**src/rtl/clkdiv_ramp_ctrl.sv**
```systemverilog
// Divisor ramp sequencer for a fractional clock divider: slews {int,frac} from a start
// value toward a commanded target by a fixed step on each divider output tick.
module clkdiv_ramp_ctrl #(
  parameter int W_DIV_INT  = 16,
  parameter int W_DIV_FRAC = 8
) (
  input  logic                             clk,
  input  logic                             rst_n,
  input  logic [W_DIV_INT+W_DIV_FRAC-1:0]  cfg_start_div,
  input  logic                             cmd_valid,
  output logic                             cmd_ready,
  input  logic                             cmd_stop,
  input  logic [W_DIV_INT+W_DIV_FRAC-1:0]  cmd_target,
  input  logic [W_DIV_INT+W_DIV_FRAC-1:0]  cmd_step,
  input  logic                             abort,
  input  logic                             tick_in,
  output logic                             div_en,
  output logic [W_DIV_INT-1:0]             div_int,
  output logic [W_DIV_FRAC-1:0]            div_frac,
  output logic                             busy,
  output logic                             at_target
);

  localparam int W = W_DIV_INT + W_DIV_FRAC;
  localparam logic [W-1:0] DIV_ONE = W'(1) << W_DIV_FRAC;

  typedef enum logic [1:0] {ST_IDLE, ST_RAMP, ST_RUN, ST_STOP} state_t;

  // The divider cannot run with an integer part of zero; such divisors become 1.0.
  function automatic logic [W-1:0] clamp_div(input logic [W-1:0] d);
    if (d[W-1:W_DIV_FRAC] == {W_DIV_INT{1'b0}}) begin
      return DIV_ONE;
    end else begin
      return d;
    end
  endfunction

  function automatic logic [W-1:0] step_toward(input logic [W-1:0] cur,
                                               input logic [W-1:0] tgt,
                                               input logic [W-1:0] stp);
    logic [W-1:0] diff;
    diff = (tgt >= cur) ? (tgt - cur) : (cur - tgt);
    if (stp == {W{1'b0}} || diff <= stp) begin
      return tgt;
    end else if (tgt > cur) begin
      return cur + stp;
    end else begin
      return cur - stp;
    end
  endfunction

  state_t       state;
  state_t       next_state;
  logic [W-1:0] div;
  logic [W-1:0] target;
  logic [W-1:0] step;
  logic         ready_state;
  logic         accept;
  logic         tick_act;
  logic [W-1:0] start_c;
  logic [W-1:0] cmd_tgt_c;
  logic [W-1:0] tick_div;

  // Abort must block acceptance in the very cycle it is raised.
  assign cmd_ready = ready_state & ~abort;
  assign accept    = cmd_valid & cmd_ready;
  assign start_c   = clamp_div(cfg_start_div);
  assign cmd_tgt_c = clamp_div(cmd_target);
  assign tick_act  = tick_in & ((state == ST_RAMP) | (state == ST_STOP));
  assign tick_div  = tick_act ? step_toward(div, target, step) : div;
  assign div_int   = div[W-1:W_DIV_FRAC];
  assign div_frac  = div[W_DIV_FRAC-1:0];

  // Next-state selection; run commands are judged against the post-tick divisor.
  always_comb begin
    next_state = state;
    if (abort) begin
      next_state = ST_IDLE;
    end else begin
      case (state)
        ST_IDLE: begin
          if (accept && !cmd_stop) begin
            next_state = (start_c == cmd_tgt_c) ? ST_RUN : ST_RAMP;
          end else begin
            next_state = ST_IDLE;
          end
        end
        ST_RAMP, ST_RUN: begin
          if (accept && !cmd_stop) begin
            next_state = (tick_div == cmd_tgt_c) ? ST_RUN : ST_RAMP;
          end else if (accept) begin
            next_state = ST_STOP;
          end else if (tick_act && tick_div == target) begin
            next_state = ST_RUN;
          end else begin
            next_state = state;
          end
        end
        ST_STOP: begin
          if (tick_act && tick_div == target) begin
            next_state = ST_IDLE;
          end else begin
            next_state = ST_STOP;
          end
        end
        default: next_state = ST_IDLE;
      endcase
    end
  end

  // Controller state, latched command and registered divider-facing outputs.
  always_ff @(posedge clk or negedge rst_n) begin
    if (!rst_n) begin
      state       <= ST_IDLE;
      div         <= DIV_ONE;
      target      <= DIV_ONE;
      step        <= {W{1'b0}};
      div_en      <= 1'b0;
      busy        <= 1'b0;
      at_target   <= 1'b0;
      ready_state <= 1'b1;
    end else begin
      state       <= next_state;
      busy        <= (next_state != ST_IDLE);
      at_target   <= (next_state == ST_RUN);
      ready_state <= (next_state != ST_STOP);
      if (abort) begin
        div_en <= 1'b0;
      end else if (state == ST_IDLE && accept && !cmd_stop) begin
        div    <= start_c;
        target <= cmd_tgt_c;
        step   <= cmd_step;
        div_en <= 1'b1;
      end else if (accept && state != ST_IDLE) begin
        // The tick (if any) still uses the old target/step; new values apply next tick.
        div    <= tick_div;
        target <= cmd_stop ? start_c : cmd_tgt_c;
        step   <= cmd_step;
      end else begin
        div <= tick_div;
        if (next_state == ST_IDLE) begin
          div_en <= 1'b0;
        end else begin
          div_en <= div_en;
        end
      end
    end
  end

endmodule

```
**config.mk**
```make
export PLATFORM = sky130hd
export DESIGN_NAME = clkdiv_ramp_ctrl
export DESIGN_NICKNAME = d
export VERILOG_FILES = /design/src/rtl/clkdiv_ramp_ctrl.sv
export SDC_FILE = /design/constraint.sdc
export NUM_CORES = 1
export LEC_CHECK = 0
export CELL_PAD_IN_SITES_DETAIL_PLACEMENT = 0
export CELL_PAD_IN_SITES_GLOBAL_PLACEMENT = 1
export CORE_MARGIN = 3
export CORE_UTILIZATION = 44
export CTS_CLUSTER_SIZE = 25
export DETAILED_ROUTE_END_ITERATION = 10
export PLACE_DENSITY_LB_ADDON = 0.1
export SLEW_MARGIN = 25
export SYNTH_ARGS = -nofsm -noshare
export SYNTH_HDL_FRONTEND = slang
export SYNTH_SLANG_ARGS = --single-unit
```
**constraint.sdc**
```tcl
create_clock -name clk -period 7.9 [get_ports clk]
set_clock_uncertainty 0.05 [all_clocks]
set_input_delay 0.79 -clock clk [delete_from_list [all_inputs] [get_ports clk]]
set_output_delay 0.79 -clock clk [all_outputs]
set_load 0.02 [all_outputs]
```
==> qor.txt <==
Status: complete, no violations
Minimum clock period: 7.41 ns
WP data required: 8.13 ns
Post-Synthesis Cells: 1423
Slew headroom: 32.0%
Area of the multi-input gates: 8170 um2
Number of port buffers: 105
DRC viols: 0
Initial Util: 45.4%
Synth Flop Type: dfrtp_1
Hold_buf cts: 0
# clock sinks: 78
Setup TNS: 0 ns
Setup WS post-layout: 0.492 ns
Drt total wl: 44.7 mm
Detailed Route Iter0 Violations: 1268
Endpoints failing setup: 0
CTS HTree Levels: 3
Routability congestion estimate: 0.977
DIE AREA: 26400 um2
Syn_area_per_cell: 7.58 um2
CP Class: register to register
Worst-margin pin slew: 1.02 ns
First-pass GRT wire length: 66.6 mm
RSZ-0062 raised after global routing: false
Number of enable flip-flop cells after synthesis: 0
Ys async rst share: 100%
Share of layout cells above drive strength 1: 9.36%
Cell accounting for the most synthesized area: dfrtp_1
Crit path launch type: register
Setup WS pre-CTS: 0.206 ns
DP HPWL: 36.0 mm
Worst skew pair latency: 0.36 ns
Vias per cell: 6.31
Initial antenna violation count: 2
Synth warn: 0
Critical path arrival: 7.64 ns
Syn-to-layout area delta: 17.9%
Syn_nets: 1602
Critical path capture point type: register
First-pass detailed-route iteration total: 6
CP max stage delay: 0.46 ns
Die Y: 163 um
Die X: 163 um
Vias in the first global route: 10900
Nets@finish: 1702
Clock transition at the registers of the reported paths: 0.07 ns
Post-route ant nets: 0
Maximum clock frequency: 135 MHz
Max-slew violation count: 0
Core ar.: 23800 um2
Avg WL per Cell: 24.2 um
Slowest cell on the critical path: dfrtp_1
Gr ovfl total: 0
Largest net degree at the start of global routing: 43
CP max FO: 10
Overall Global Routing Usage: 33.1%
Rows: 56
Hold Fails Final Rpt: 0
Via count: 11700
#FFs+latches synth: 78
Reg area: 1960 um2
HP Class: primary input to async pin
Final worst path period share: 93.8%
# fillers: 2354
Share of the synthesized area in the top cell type: 17.4%
Yosys cell types: 85
Longest Clk Path Bufs: 2
Post-synthesis sequential area ratio: 18.1%
Post-synth design cell area: 10800 um2
Clock Root Buffer: clkbuf_16
CTS tree: yes
# IOs: 106
Area contributors post-synth: dfrtp_1 17%, ha_1 11%, xnor2_1 6.7%
CTS buffer count: 9
Max-cap violations: 0
sequential cells by signal, indices dropped and copies added, names as in the netlist:
name and cells:
at_target 1, div 24, ready_state 1, step 24
state 2, div_en 1, busy 1, target 24
repair_timing:
item                       CTS  global route
setup endpoints to repair    0             6
setup buffers                0             2
gates resized for setup      0             9
kinds of logic after synthesis:
logic type / Yosys count / share of synthesized area [%]
and+or+nand+nor: 386 / 17.7
xor gates and xnor gates: 125 / 10.4
buffers and inverters: 181 / 6.52
muxes: 59 / 5.80
AOI/OAI and AO/OA: 493 / 29.5
DFF: 78 / 18.1
adders and majority gates: 101 / 11.9
cell usage after synthesis (all sizes together), types with 5 or more instances:
library cell,number
a21o,34
or3,6
o211ai,11
nand2,106
clkbuf,66
a32oi,9
o2111ai,8
inv,98
or4,6
xnor2,82
o22ai,9
a21oi,142
a311oi,6
a211oi,13
nor2b,9
o21a,13
nand4,32
and4,5
xor2,41
o21bai,19
a22oi,22
a31oi,18
o2bb2ai,6
dfrtp,75
o31ai,18
mux2i,31
and3,10
nor4,23
nand2b,15
and2,10
nand3,22
mux2,28
o21ai,113
ha,98
buf,17
o41ai,5
nor2,103
nor3,25
final cells by class:
| class | count | share of cell area (%) |
|---|---|---|
| clock inverter | 5 | 0.266 |
| clock buffer | 11 | 1.91 |
| timing repair buffer | 172 | 12.2 |
| tap | 319 | 3.14 |
| inverter | 98 | 2.89 |
| antenna | 1 | 0.0197 |
| sequential | 78 | 15.4 |
| multi-input combinational | 1164 | 64.2 |
cell usage in the layout (no fill, tap or decap), types with 32 or more instances in the layout:
cell             count
dfrtp_1             75
xnor2_1             82
nand2_1            104
nand4_1             32
clkdlybuf4s50_1    103
xor2_1              41
a21o_1              34
o21ai_0            107
ha_1                96
buf_4               67
inv_1               98
nor2_1             102
a21oi_1            142
final timing paths:
path	from	to	slack (ns)	cells past startpoint
worst min-delay path	rst_n	step[20]	0.34	1
min in group clk	step[3]	step[3]	0.48	1
worst max-delay path	div[20]	ready_state	0.49	32
worst max register to register	div[20]	ready_state	0.49	32
max in group asynchronous	rst_n	target[9]	6.42	2
worst min register to register	step[3]	step[3]	0.48	1
metal layers:
metal | GRT usage, % | wire length (um) | share of wire, % | up-vias
met5 | 0 | 11 | 0.025 | -
met4 | 15.1 | 2140 | 4.8 | 2
met3 | 5.57 | 3440 | 7.7 | 99
met2 | 52.1 | 19900 | 45 | 542
met1 | 44.5 | 19200 | 43 | 5589
li1 | - | - | - | 5430
worst max-delay path: cells and delay by family, from the launching register on:
kind / cells / cell delay, ns
DFF: 1 / 0.46
muxes: 1 / 0.35
and+or+nand+nor: 12 / 2.67
AOI/OAI and AO/OA: 12 / 2.48
adders and majority gates: 2 / 0.68
xor gates and xnor gates: 1 / 0.15
buffers and inverters: 4 / 0.49
metrics by stage:
stage,cell area [um2],util (%),hold slack (ns),cells
after global placement,12400,52.2,0.460,1829
after detailed placement,12400,52.2,0.469,1829
final,12700,53.6,0.341,1848
after CTS,12700,53.4,0.366,1845
after global routing,12700,53.5,0.366,1847
after floorplan,10800,-,0.425,1423
Power is not shown: default switching activity piles up to over one toggle a cycle in this logic, so the estimate is an artifact.
